**src/rtl/count_en_gen_if.sv**
```systemverilog
// count_en_gen_if
//   Groups the request/enable signals of count_en_gen.
//   key_in    : raw asynchronous request (may bounce)
//   rpt_en    : synchronous auto-repeat enable level
//   count_en  : single-cycle enable pulse toward the counter
//   key_level : debounced request level
//   master drives the request side; slave is the count_en_gen side.
interface count_en_gen_if;
  logic key_in;
  logic rpt_en;
  logic count_en;
  logic key_level;

  modport master (
    output key_in,
    output rpt_en,
    input  count_en,
    input  key_level
  );

  modport slave (
    input  key_in,
    input  rpt_en,
    output count_en,
    output key_level
  );
endinterface

```
**src/rtl/count_en_gen.sv**
```systemverilog
// count_en_gen
//   Turns a raw, bouncing request line into clean single-cycle count enable
//   pulses, with optional auto-repeat while the request is held.
//   clk  : system clock, rising edge
//   clr  : asynchronous active-low clear
//   bus  : count_en_gen_if.slave (key_in, rpt_en in; count_en, key_level out)
//
//   state      | meaning
//   -----------+-----------------------------------------------------------
//   IDLE       | request released and debounced, waiting for key_s=1
//   PRESS_DB   | key_s=1 seen, counting stable samples before accepting
//   HELD       | press accepted, waiting for hold time before auto-repeat
//   REPEAT     | auto-repeating, one pulse every REP_CYCLES
//   RELEASE_DB | key_s=0 seen, counting stable samples before releasing
module count_en_gen #(
  parameter int DB_CYCLES   = 4,
  parameter int HOLD_CYCLES = 16,
  parameter int REP_CYCLES  = 8,
  parameter int TMR_W       = 8
) (
  input  logic                 clk,
  input  logic                 clr,
  count_en_gen_if.slave        bus
);

  typedef enum logic [2:0] {
    IDLE       = 3'd0,
    PRESS_DB   = 3'd1,
    HELD       = 3'd2,
    REPEAT     = 3'd3,
    RELEASE_DB = 3'd4
  } state_t;

  localparam logic [TMR_W-1:0] DB_LAST   = TMR_W'(DB_CYCLES - 1);
  localparam logic [TMR_W-1:0] HOLD_LAST = TMR_W'(HOLD_CYCLES - 1);
  localparam logic [TMR_W-1:0] REP_LAST  = TMR_W'(REP_CYCLES - 1);
  localparam logic [TMR_W-1:0] TMR_ONE   = TMR_W'(1);

  state_t           state_q, state_d;
  logic [TMR_W-1:0] timer_q, timer_d;
  logic             s1_q, key_s_q;
  logic             count_en_q, count_en_d;
  logic             key_level_q, key_level_d;

  // Two-flop synchronizer; only key_s_q is used by the FSM.
  always_ff @(posedge clk or negedge clr) begin
    if (!clr) begin
      s1_q    <= 1'b0;
      key_s_q <= 1'b0;
    end else begin
      s1_q    <= bus.key_in;
      key_s_q <= s1_q;
    end
  end

  always_ff @(posedge clk or negedge clr) begin
    if (!clr) begin
      state_q     <= IDLE;
      timer_q     <= '0;
      count_en_q  <= 1'b0;
      key_level_q <= 1'b0;
    end else begin
      state_q     <= state_d;
      timer_q     <= timer_d;
      count_en_q  <= count_en_d;
      key_level_q <= key_level_d;
    end
  end

  // Release (key_s_q=0) is tested first in every pressed state, so a pulse
  // falling due on the edge that detects a release is dropped.
  always_comb begin
    state_d    = state_q;
    timer_d    = timer_q;
    count_en_d = 1'b0;
    unique case (state_q)
      IDLE: begin
        if (key_s_q) begin
          state_d = PRESS_DB;
          timer_d = '0;
        end
      end
      PRESS_DB: begin
        if (!key_s_q) begin
          state_d = IDLE;
          timer_d = '0;
        end else if (timer_q == DB_LAST) begin
          state_d    = HELD;
          timer_d    = '0;
          count_en_d = 1'b1;
        end else begin
          timer_d = timer_q + TMR_ONE;
        end
      end
      HELD: begin
        if (!key_s_q) begin
          state_d = RELEASE_DB;
          timer_d = '0;
        end else if (rpt_en_hit(bus.rpt_en, timer_q)) begin
          state_d    = REPEAT;
          timer_d    = '0;
          count_en_d = 1'b1;
        end else if (timer_q != HOLD_LAST) begin
          // Holds at HOLD_LAST while rpt_en=0 so a later rpt_en=1 repeats at once.
          timer_d = timer_q + TMR_ONE;
        end
      end
      REPEAT: begin
        if (!key_s_q) begin
          state_d = RELEASE_DB;
          timer_d = '0;
        end else if (!bus.rpt_en) begin
          state_d = HELD;
          timer_d = '0;
        end else if (timer_q == REP_LAST) begin
          timer_d    = '0;
          count_en_d = 1'b1;
        end else begin
          timer_d = timer_q + TMR_ONE;
        end
      end
      RELEASE_DB: begin
        if (key_s_q) begin
          state_d = HELD;
          timer_d = '0;
        end else if (timer_q == DB_LAST) begin
          state_d = IDLE;
          timer_d = '0;
        end else begin
          timer_d = timer_q + TMR_ONE;
        end
      end
      default: begin
        state_d = IDLE;
        timer_d = '0;
      end
    endcase
    key_level_d = (state_d == HELD) || (state_d == REPEAT) || (state_d == RELEASE_DB);
  end

  function automatic logic rpt_en_hit(input logic en, input logic [TMR_W-1:0] t);
    return en && (t == HOLD_LAST);
  endfunction

  assign bus.count_en  = count_en_q;
  assign bus.key_level = key_level_q;

endmodule

```
**src/flat_wrapper.sv**
```systemverilog
// flat-port wrapper written by rule: the top's interface ports become plain ports
module count_en_gen_flat 
#(
  parameter int DB_CYCLES   = 4,
  parameter int HOLD_CYCLES = 16,
  parameter int REP_CYCLES  = 8,
  parameter int TMR_W       = 8
)
  (clk, clr, bus_key_in, bus_rpt_en, bus_count_en, bus_key_level);
  count_en_gen_if bus_i ();
  input  logic clk;
  input  logic clr;
  input wire logic [$bits(bus_i.key_in)-1:0] bus_key_in;
  input wire logic [$bits(bus_i.rpt_en)-1:0] bus_rpt_en;
  output wire logic [$bits(bus_i.count_en)-1:0] bus_count_en;
  output wire logic [$bits(bus_i.key_level)-1:0] bus_key_level;
  assign bus_i.key_in = bus_key_in;
  assign bus_i.rpt_en = bus_rpt_en;
  assign bus_count_en = bus_i.count_en;
  assign bus_key_level = bus_i.key_level;
  count_en_gen #(.DB_CYCLES(DB_CYCLES), .HOLD_CYCLES(HOLD_CYCLES), .REP_CYCLES(REP_CYCLES), .TMR_W(TMR_W)) u_core (.clk(clk), .clr(clr), .bus(bus_i));
endmodule
```
**config.mk**
```make
export PLATFORM = sky130hd
export DESIGN_NAME = count_en_gen_flat
export DESIGN_NICKNAME = d
export VERILOG_FILES = /design/src/rtl/count_en_gen_if.sv /design/src/rtl/count_en_gen.sv /design/src/flat_wrapper.sv
export SDC_FILE = /design/constraint.sdc
export NUM_CORES = 1
export LEC_CHECK = 0
export BUFFER_PORTS_ARGS = -buffer_cell sky130_fd_sc_hd__clkbuf_2
export CAP_MARGIN = 20
export CORE_ASPECT_RATIO = 0.8
export CORE_UTILIZATION = 50
export CTS_CLUSTER_SIZE = 28
export DETAILED_ROUTE_END_ITERATION = 8
export PLACE_DENSITY = 0.75
export SLEW_MARGIN = 5
export SYNTH_ARGS = -nofsm -noshare
export SYNTH_HDL_FRONTEND = slang
export SYNTH_SLANG_ARGS = --single-unit
```
**constraint.sdc**
```tcl
create_clock -name clk -period 2.1 [get_ports clk]
set_clock_uncertainty 0.05 [all_clocks]
set_input_delay 0.42 -clock clk [delete_from_list [all_inputs] [get_ports clk]]
set_output_delay 0.42 -clock clk [all_outputs]
set_load 0.005 [all_outputs]
```
==> reports/results.tsv, run 1 <==
stage	metric	value	unit
floorplan	Die X	49.5	um
timing	Hold Slack	0.194	ns
clocking	CTS H-tree lvls	1	
timing	Hold Violations, Final	0	
final_layout	fin area	1060	um^2
global_route	Total GRT Usage	24.1	%
synth	cell count after synthesis	108	
synth	Synth Area per Inst	8.35	um^2
routing	DR vias/cell	6.11	
timing	RSZ-0062 raised after global routing	false	
timing	final setup fails	0	
timing	Final WS setup	0.0933	ns
timing	post-layout min period	2.01	ns
synth	compound-gate portion of the synthesized area	22.7	%
critical_path	Crit path required time	2.21	ns
routing	final wirelength	2060	um
power	Tot Pwr	528	uW
clocking	setup repair bufs after CTS	0	
critical_path	most used cell, CP	or3_1	
critical_path	worst r2r src	u_core.timer_q[5]$_DFFE_PN0P_	
place	placed cells	141	
final_layout	Area Growth Syn to Fin	17.8	%
run	Max-Cap Viols	0	
synth	Synth area leader	dfrtp_1	
clocking	Sink Count	15	
final_layout	Finished Layout Cells	146	
synth	Synth top area share	41.6	%
final_layout	share of layout cells above drive strength 1	19.4	%
critical_path	worst setup path start	u_core.timer_q[5]$_DFFE_PN0P_	
timing	final slew viol count	0	
critical_path	Critical Path AT	2.11	ns
floorplan	Core Region	1660	um^2
synth	number of synthesized register bits	15	
timing	Slew HR	71.3	%
final_layout	n_diodes	0	
floorplan	die height	40.0	um
routing	DRT Pass-1 Iters	4	
clocking	clock tree buffer depth	2	
routing	initial drt markers	11	
final_layout	layout net count	130	
routing	Routed WL per cell	14.1	um
final_layout	fin util	64.0	%
min_path	class of the worst hold path	primary input to flop	
synth	Mapped Nets	113	
critical_path	WS Path Type	flop to flop	
global_route	antenna violations before repair	0	
place	DP HPWL	1530	um
timing	setup_tns	0	ns
place	Setup WS pre-CTS	0.0552	ns
synth	simple-gate share of the synthesized area	29.8	%
clocking	Root Driver	clkbuf_4	
synth	unique cell type count in the Yosys netlist	34	
floorplan	io pins	6	
synth	Post-Synth Adder-Cell Area	1.39	%
floorplan	Placement Rows	13	
global_route	grt total ovfl	0	
synth	Seq/Total Area, Yosys	41.6	%
place	placed cell areas	1020	um^2
power	Leakage	0.442	nW
routing	number of remaining DRC errors	0	
critical_path	CP max stage delay	0.38	ns
synth	main area contributors after synthesis	dfrtp_1 42%, o21ai_0 6.7%, nand2_1 6.2%, nor4_1 5.5%, a21oi_1 3.9%	
synth	post-synthesis mux area share	0	%
global_route	pin count of the biggest net entering global routing	16	
routing	via count	892	
global_route	vias in the first global route	799	
power	power per cell area	497	nW/um^2
place	Port Buffers	5	
critical_path	crit end category	flop	
global_route	first-pass GRT wire length	3400	um
clocking	CTS Buf Count	3	
synth	largest family of logic cells by synthesized area	simple AND/OR/NAND/NOR gates	
synth	Mapped Area	902	um^2
clocking	clk_lat worst skew	0.29	ns
critical_path	CP max stage cell	dfrtp_1	
power	Max IR drop VDD	0.000312	V
critical_path	critical path, cell by cell	or3_1 -> or3_1 -> o32a_1 -> nor2_4 -> o21ai_0	
status	status	complete, no violations	
critical_path	CP startpoint kind	flop	
synth	Ys Warns	0	
timing	worst slew pin tran	0.429	ns
clocking	Clk pin slew, worst setup/hold paths	0.09	ns
floorplan	Initial Util	54.4	%
timing	Tcrit/Tclk final	95.6	%
floorplan	die area	1980	um^2
timing	f_max	498	MHz
min_path	hold wc startpoint	bus_key_in	
routing	ANT nets after route	0	
place	Final Wtd Congestion	0.904	
critical_path	Crit Path Max Fanout	6	
synth	Synth Area in XOR/XNOR	0	%
clocking	CTS tree	built	
[area by class of cell]
cell class	count	area (um^2)
inverters	3	11.3
flip-flops and latches	15	375
repair buffers	19	133
clock buffers	4	26.3
fillers	144	597
well taps	22	27.5
multi-input cells	83	489
[critical path: cells and delay by family (launching register included)]
family / cells / cell delay, ns
compound gates: 2 / 0.49
flops: 1 / 0.38
simple gates: 3 / 0.95
[layout by cell type, fill, tap and decap left out, drive strengths merged, types with 3 or more instances in the layout]
cell and n:
o211ai 3, inv 3, buf 13, nand2 15
o21ai 12, nor2 5, dfrtp 15, clkbuf 9
a21oi 7, nand3 5, nand2b 3, nor4 8
[path summary, 6_finish.rpt]
| path | depth (start not counted) | slack [ns] | to |
|---|---|---|---|
| max | 5 | 0.09 | u_core.timer_q[1]$_DFFE_PN0P_ |
| min | 1 | 0.19 | u_core.s1_q$_DFF_PN0_ |
| max reg2reg | 5 | 0.09 | u_core.timer_q[1]$_DFFE_PN0P_ |
| min reg2reg | 0 | 0.32 | u_core.key_s_q$_DFF_PN0_ |
| max in group asynchronous | 2 | 1.19 | u_core.state_q[1]$_DFF_PN0_ |
| min in group asynchronous | 2 | 0.52 | u_core.bus.key_level$_DFF_PN0_ |
[routing by layer]
metal / up-vias / track usage (%) / routed length (um)
li1: 430 / - / -
met1: 428 / 31.8 / 991
met2: 30 / 37.0 / 929
met3: 4 / 7.58 / 116
met4: 0 / 11.4 / 25
met5: - / 0 / 0
[Yosys cell counts]
master	instances
o21a_1	2
nor2_1	4
nor3_1	2
dfrtp_1	15
nor4b_1	1
ha_1	1
and2_1	1
o32a_1	1
or2_1	1
inv_1	3
a22oi_1	1
nor2_4	1
nor4_1	8
or3_1	2
o22ai_1	1
buf_2	2
o21ai_0	12
o211ai_1	3
o211a_1	1
or3b_2	1
a211oi_1	2
nor2b_1	1
nand3_1	5
clkbuf_1	5
nand4b_1	1
o31a_1	1
nand2b_1	3
a31oi_1	1
nand3b_1	1
and3_1	1
or4bb_1	1
a21oi_1	7
a311oi_1	1
nand2_1	15
[power by group]
group | total [mW] | switching (mW) | internal (mW)
logic | 0.0602 | 0.0365 | 0.0237
registers | 0.304 | 0.00817 | 0.296
clock network | 0.163 | 0.0894 | 0.0738
[flip-flops by register name (all words and copies together), names as in the netlist]
register and count:
u_core.s1_q 1, u_core.state_q 3, u_core.bus.count_en 1, u_core.bus.key_level 1, u_core.key_s_q 1, u_core.timer_q 8
[kinds of logic (layout without fill, tap and decap cells)]
logic type | count (synthesis) | in the layout
AO/OA/AOI/OAI | 33 | 33
flip-flops | 15 | 15
AND/OR/NAND/NOR | 49 | 49
adder cells (fa/ha/maj) | 1 | 1
buffers and inverters | 10 | 26
[timing repair]
item	in CTS	in global routing
setup endpoints to repair	0	7
resized for setup	0	2
endpoints found under the hold margin	7	0
hold buffers	1	0
Note: power is estimated with default switching activity, not from simulation.
==> inputs of run 2 (changes only) <==
--- a/config.mk
+++ b/config.mk
@@ -5,6 +5,7 @@
 export SDC_FILE = /design/constraint.sdc
 export NUM_CORES = 1
 export LEC_CHECK = 0
+export ABC_AREA = 1
 export BUFFER_PORTS_ARGS = -buffer_cell sky130_fd_sc_hd__clkbuf_2
 export CAP_MARGIN = 20
 export CORE_ASPECT_RATIO = 0.8
==> run 2 against run 1 <==
  * First-iteration DRC count increased to 3.3 times the previous value
  * Critical path type unchanged
  * Sequential power is essentially flat
  * Register-to-register slack improved by 0.38 ns
  * Final cell count up 15%
  * Cell area rose by 0.82%
  * Flip-flop and latch count is the same
  * Sequential share of layout area shrank 0.29 points
  * Clock power increased by 7%
  * Critical endpoint is now u_core.timer_q[0]$_DFFE_PN0P_
  * Synthesized cell count is 26% higher
==> reports/results.tsv, run 2 <==
stage	metric	value	unit	change
synth	unique cell type count in the Yosys netlist	20		was 34
critical_path	Crit path required time	2.24	ns	was 2.21 ns
clocking	Clk pin slew, worst setup/hold paths	0.09	ns	about the same
global_route	first-pass GRT wire length	3440	um	was 3400 um
floorplan	io pins	6		unchanged
synth	Mapped Area	978	um^2	was 902 um^2
floorplan	Core Region	1720	um^2	was 1660 um^2
global_route	grt total ovfl	0		unchanged
synth	cell count after synthesis	136		was 108
synth	top cells by count, synth	34 x nand2_1, 20 x inv_1, 17 x nand3_1		was 15 x dfrtp_1, 15 x nand2_1, 12 x o21ai_0
place	Port Buffers	5		unchanged
synth	number of synthesized register bits	15		unchanged
routing	DRT Pass-1 Iters	4		unchanged
critical_path	Crit path buffers/inverters	1		was 0
global_route	antenna violations before repair	0		unchanged
final_layout	area of the multi-input gates	513	um^2	was 489 um^2
timing	Slew HR	74.2	%	was 71.3%
timing	final setup fails	0		unchanged
floorplan	Placement Rows	13		unchanged
synth	ys flop type	dfrtp_1		unchanged
place	placed cell areas	1030	um^2	was 1020 um^2
run	Max-Cap Viols	0		unchanged
synth	Ys Warns	0		unchanged
synth	Synth top area share	38.4	%	was 41.6%
synth	most common cell in the synthesized netlist	nand2_1		
synth	Synth area leader	dfrtp_1		unchanged
synth	Mapped Nets	141		was 113
power	Tot Pwr	546	uW	was 528 uW
routing	number of remaining DRC errors	0		unchanged
final_layout	fin area	1070	um^2	was 1060 um^2
clocking	CTS tree	built		unchanged
timing	Hold Violations, Final	0		unchanged
timing	post-layout min period	1.63	ns	was 2.01 ns
timing	f_max	614	MHz	was 498 MHz
final_layout	Largest register FFs	8		unchanged
final_layout	most frequent cells in the layout	34 x nand2_1, 20 x inv_1, 17 x nand3_1		was 15 x nand2_1, 15 x dfrtp_1, 13 x buf_4
floorplan	die area	2140	um^2	was 1980 um^2
clocking	setup repair bufs after CTS	0		unchanged
synth	EDFF count, synth	0		unchanged
routing	via count	911		was 892
clocking	CTS H-tree lvls	1		unchanged
final_layout	n_diodes	0		unchanged
routing	ANT nets after route	0		unchanged
final_layout	share of layout cells above drive strength 1	17.8	%	was 19.4%
floorplan	Die X	51.5	um	was 49.5 um
routing	Routed WL per cell	11.9	um	was 14.1 um
final_layout	commonest non-fill, non-tap cell in the layout	nand2_1		
routing	initial drt markers	36		was 11
clocking	Root Driver	clkbuf_4		unchanged
final_layout	layout net count	152		was 130
critical_path	crit end category	flop		unchanged
timing	RSZ-0062 raised after global routing	false		unchanged
global_route	Total GRT Usage	22.2	%	was 24.1%
final_layout	FF+latch area	375	um^2	unchanged
critical_path	most used cell, CP	nand3_1		was or3_1
critical_path	WS Path Type	flop to flop		unchanged
floorplan	Initial Util	56.7	%	was 54.4%
clocking	clk_lat worst skew	0.29	ns	about the same
critical_path	CP startpoint kind	flop		unchanged
clocking	CTS Buf Count	3		unchanged
clocking	Sink Count	15		unchanged
critical_path	Crit Path Max Fanout	9		was 6
synth	async set-reset flop share out of synthesis	100	%	unchanged
synth	Seq/Total Area, Yosys	38.4	%	was 41.6%
min_path	class of the worst hold path	primary input to flop		unchanged
timing	setup_tns	0	ns	unchanged
clocking	clock tree buffer depth	2		unchanged
synth	Synth Area per Inst	7.19	um^2	was 8.35 um^2
timing	worst slew pin tran	0.387	ns	was 0.429 ns
critical_path	CP max stage cell	dfrtp_1		unchanged
critical_path	CP max stage delay	0.39	ns	was 0.38 ns
place	Final Wtd Congestion	0.913		was 0.904
final_layout	biggest regs	u_core.timer_q: 8 flops, u_core.state_q: 3 flops		unchanged
timing	Final WS setup	0.472	ns	was 0.0933 ns
timing	final slew viol count	0		unchanged
routing	DR vias/cell	5.42		was 6.11
floorplan	die height	41.6	um	was 40.0 um
final_layout	Area Growth Syn to Fin	9.46	%	was 17.8%
critical_path	critical path, cell by cell	ha_1 -> nand3_1 -> nor2_2 -> nand3_4 -> nand2_4 -> inv_2 -> nand3_1 -> nand2_1		was or3_1 -> or3_1 -> o32a_1 -> nor2_4 -> o21ai_0
global_route	pin count of the biggest net entering global routing	16		unchanged
status	status	complete, no violations		unchanged
final_layout	fin util	62.1	%	was 64.0%
place	Setup WS pre-CTS	0.477	ns	was 0.0552 ns
final_layout	register name with the most flops	u_core.timer_q		unchanged
routing	final wirelength	2010	um	was 2060 um
power	Max IR drop VDD	0.000305	V	was 0.000312 V
final_layout	Filler Cell Count	156		was 144
critical_path	Critical Path AT	1.77	ns	was 2.11 ns
power	power per cell area	510	nW/um^2	was 497 nW/um^2
timing	Tcrit/Tclk final	77.5	%	was 95.6%
critical_path	CP delay by family, top	simple AND/OR/NAND/NOR gates		unchanged
power	Leakage	0.556	nW	was 0.442 nW
global_route	vias in the first global route	791		was 799
place	DP HPWL	1500	um	was 1530 um
synth	main area contributors after synthesis	dfrtp_1 38%, nand2_1 13%, nand3_1 8.7%, inv_1 7.7%, nand4_1 5.1%		was dfrtp_1 42%, o21ai_0 6.7%, nand2_1 6.2%, nor4_1 5.5%, a21oi_1 3.9%
## run 2: routing by layer
metal  track usage, %  vias up  part of all wire, %
met5                0        -                    0
met4             8.11        0                  1.2
met3             6.59        4                  5.3
met2             31.4       21                   44
met1             32.0      428                   50
li1                 -      458                    -
## run 2: report_power, final
| group | total [mW] | switching [mW] | leakage, nW | internal [mW] |
|---|---|---|---|---|
| logic | 0.0674 | 0.0457 | 0.340 | 0.0217 |
| registers | 0.304 | 0.00795 | 0.202 | 0.296 |
| clock network | 0.175 | 0.102 | 0.0139 | 0.0726 |
## run 2: final cells by class
| class | instances | share of cell area (%) |
|---|---|---|
| multi-input combinational | 97 | 47.9 |
| sequential | 15 | 35.0 |
| inverter | 24 | 8.41 |
| timing repair buffer | 6 | 3.27 |
| tap | 22 | 2.57 |
| clock buffer | 3 | 2.10 |
| clock inverter | 1 | 0.701 |
## run 2: per-stage QoR
stage,hold slack (ns),cells
floorplan,0.0744,136
global placement,0.282,163
detailed placement,0.299,163
CTS,0.165,168
global route,0.154,168
finish,0.175,168
## run 2: logic make-up (layout without fill, tap and decap cells)
family                     Yosys count  count (layout)  synth area share [%]
AOI/OAI and AO/OA                    7               7                  5.75
buffers and inverters               24              34                  9.21
DFF                                 15              15                  38.4
and+or+nand+nor                     89              89                  45.4
adders and majority gates            1               1                  1.28
## run 2: path summary, 6_finish.rpt
path	start	endpoint	slack, ns	cells after the start
max	u_core.timer_q[0]$_DFFE_PN0P_	u_core.timer_q[0]$_DFFE_PN0P_	0.47	8
min	bus_key_in	u_core.s1_q$_DFF_PN0_	0.18	1
max reg2reg	u_core.timer_q[0]$_DFFE_PN0P_	u_core.timer_q[0]$_DFFE_PN0P_	0.47	8
min reg2reg	u_core.s1_q$_DFF_PN0_	u_core.key_s_q$_DFF_PN0_	0.31	0
max in group asynchronous	clr	u_core.timer_q[7]$_DFFE_PN0P_	1.21	2
min in group asynchronous	clr	u_core.bus.count_en$_DFF_PN0_	0.51	2
## run 2: repair_timing
action                                 4_1_cts  5_1_grt
endpoints found under the hold margin       15        0
hold buffers                                 1        0
resized for setup                            0        0
==> inputs of run 3 (changes only) <==
==> constraint.sdc (replaced) <==
create_clock -name clk -period 1.45 [get_ports clk]
set_clock_uncertainty 0.05 [all_clocks]
set_input_delay 0.29 -clock clk [delete_from_list [all_inputs] [get_ports clk]]
set_output_delay 0.29 -clock clk [all_outputs]
set_load 0.005 [all_outputs]
==> run 3 against run 2 <==
  * Critical path type unchanged
  * Final cell count rose by 9.5%
  * The flow now finishes with violations (setup timing)
  * Via count up 11%
  * Hold slack got worse by 0.12 ns
  * Routed wire length grew 17%
  * Setup slack lost 0.53 ns
  * First-iteration DRC count is 22% lower
  * Flip-flop and latch count is the same
  * Clock power rose by 39%
  * Power up 48%
==> reports/results.tsv, run 3 (same netlist as run 2, synthesis figures left out) <==
stage	metric	value	unit	change
routing	final wirelength	2350	um	was 2010 um
final_layout	share of layout cells above drive strength 1	35.8	%	was 17.8%
global_route	pin count of the biggest net entering global routing	16		unchanged
clocking	Root Driver	clkbuf_4		unchanged
final_layout	Finished Layout Cells	184		was 168
final_layout	layout net count	168		was 152
clocking	Clk pin slew, worst setup/hold paths	0.09	ns	about the same
power	Max IR drop VDD	0.000503	V	was 0.000305 V
timing	Final WS setup	-0.0554	ns	was 0.472 ns
place	placed cell areas	1120	um^2	was 1030 um^2
global_route	vias in the first global route	846		was 791
power	Tot Pwr	807	uW	was 546 uW
floorplan	Die X	51.5	um	unchanged
global_route	grt total ovfl	0		unchanged
place	DP HPWL	1610	um	was 1500 um
final_layout	commonest non-fill, non-tap cell in the layout	nand2_1		unchanged
timing	Hold Slack	0.0531	ns	was 0.175 ns
clocking	clk_lat worst skew	0.29	ns	about the same
floorplan	io pins	6		unchanged
critical_path	WS Path Type	flop to flop		unchanged
status	status	complete, but fails checks		was complete, no violations
place	placed cells	175		was 163
timing	Slew HR	76.0	%	was 74.2%
clocking	CTS H-tree lvls	1		unchanged
final_layout	Area Growth Syn to Fin	31.1	%	was 9.46%
routing	DRT Pass-1 Iters	4		unchanged
critical_path	flop-to-flop setup slack	-0.06	ns	was 0.47 ns
place	Final Wtd Congestion	0.883		was 0.913
critical_path	worst setup path start	u_core.timer_q[5]$_DFFE_PN0P_		was u_core.timer_q[0]$_DFFE_PN0P_
final_layout	Largest register FFs	8		unchanged
timing	RSZ-0062 raised after global routing	true		was false
final_layout	n_diodes	0		unchanged
floorplan	Placement Rows	13		unchanged
critical_path	Crit path required time	1.59	ns	was 2.24 ns
floorplan	die area	2140	um^2	unchanged
routing	via count	1013		was 911
global_route	first-pass GRT wire length	3690	um	was 3440 um
timing	Tcrit/Tclk final	104	%	was 77.5%
global_route	Total GRT Usage	23.4	%	was 22.2%
status	failing checks	setup timing		
clocking	CTS tree	built		unchanged
final_layout	fin area	1280	um^2	was 1070 um^2
final_layout	biggest regs	u_core.timer_q: 8 flops, u_core.state_q: 3 flops		unchanged
timing	final slew viol count	0		unchanged
clocking	Sink Count	15		unchanged
timing	f_max	664	MHz	was 614 MHz
routing	Routed WL per cell	12.8	um	was 11.9 um
timing	worst slew pin tran	0.360	ns	was 0.387 ns
critical_path	Critical Path End	u_core.timer_q[3]$_DFFE_PN0P_		was u_core.timer_q[0]$_DFFE_PN0P_
final_layout	register name with the most flops	u_core.timer_q		unchanged
timing	final setup fails	12		was 0
critical_path	Critical Path AT	1.64	ns	was 1.77 ns
run	Max-Cap Viols	0		unchanged
routing	DR vias/cell	5.51		was 5.42
final_layout	most frequent cells in the layout	29 x nand2_1, 20 x inv_1, 15 x nand3_1, 15 x dfrtp_1, 14 x buf_4		was 34 x nand2_1, 20 x inv_1, 17 x nand3_1
routing	ANT nets after route	0		unchanged
place	Port Buffers	5		unchanged
power	power per cell area	629	nW/um^2	was 510 nW/um^2
routing	initial drt markers	28		was 36
critical_path	r2r worst-path depth	8		unchanged
floorplan	Initial Util	56.7	%	unchanged
min_path	class of the worst hold path	primary input to flop		unchanged
floorplan	Core Region	1720	um^2	unchanged
critical_path	crit end category	flop		unchanged
floorplan	die height	41.6	um	unchanged
timing	Hold Violations, Final	0		unchanged
critical_path	Worst R2R End	u_core.timer_q[3]$_DFFE_PN0P_		was u_core.timer_q[0]$_DFFE_PN0P_
critical_path	worst r2r src	u_core.timer_q[5]$_DFFE_PN0P_		was u_core.timer_q[0]$_DFFE_PN0P_
timing	post-layout min period	1.51	ns	was 1.63 ns
clocking	CTS Buf Count	3		unchanged
power	Leakage	0.667	nW	was 0.556 nW
min_path	hold depth	1		unchanged
critical_path	CP startpoint kind	flop		unchanged
routing	number of remaining DRC errors	0		unchanged
clocking	clock tree buffer depth	2		unchanged
timing	setup_tns	-0.298	ns	was 0 ns
critical_path	Crit Path Max Fanout	4		was 9
global_route	antenna violations before repair	0		unchanged
[run 3: cell count changes in the layout (fill, tap and decap cells not counted), moves of 2 or more]
cell,change
buf_4,+14
nand2_1,-5
nor2_1,-5
nand2_2,+4
nor2_4,+4
nand3_2,+3
nor3_1,-3
nor3_2,+3
nand3_1,-2
[run 3: where the power goes]
part / internal, mW / switching [mW]
sequential: 0.428 / 0.00943
clock: 0.103 / 0.141
combinational: 0.0458 / 0.0796
total: 0.577 / 0.230
[run 3: worst min-delay path by stage]
stage / from / slack [ns] / end
global placement: clr / 0.17 / u_core.state_q[0]$_DFF_PN0_
detailed placement: clr / 0.17 / u_core.state_q[0]$_DFF_PN0_
floorplan: clr / -0.06 / u_core.bus.count_en$_DFF_PN0_
finish: bus_key_in / 0.05 / u_core.s1_q$_DFF_PN0_
CTS: bus_key_in / 0.05 / u_core.s1_q$_DFF_PN0_
global route: bus_key_in / 0.03 / u_core.s1_q$_DFF_PN0_
[run 3: final cells by class]
type / instances / area, um^2
multi-input combinational: 98 / 611
fill: 132 / 442
sequential: 15 / 375
timing repair buffer: 21 / 151
inverter: 24 / 90.1
tap: 22 / 27.5
clock buffer: 3 / 22.5
clock inverter: 1 / 5.00
[run 3: layer usage]
metal,track usage (%),vias up,wire (um)
li1,-,497,-
met5,0,-,0
met3,6.59,5,131
met4,6.49,0,27
met2,34.5,38,1120
met1,33.3,473,1070
[run 3: worst max-delay path: stages (launching register included)]
cell and delay, ns:
dfrtp_1 0.42, nor2_2 0.16, nand2_2 0.14, inv_1 0.10
nand2_2 0.09, nand2_2 0.12, o211ai_4 0.11, nor2_4 0.14
nor2_1 0.05
[run 3: timing repair]
item	CTS	global route
gates cloned	0	1
resized for setup	11	12
hold buffers	1	0
endpoints found under the hold margin	15	0
pin swaps	4	9
buffers inserted	1	2
setup endpoints to repair	10	13
[run 3: metrics by stage]
stage / utilization, % / worst slack, ns
detailed placement: 65.0 / -0.100
global placement: 65.0 / -0.0720
floorplan: - / 0.0245
CTS: 70.0 / -0.00377
finish: 74.4 / -0.0554
global route: 74.4 / -0.144
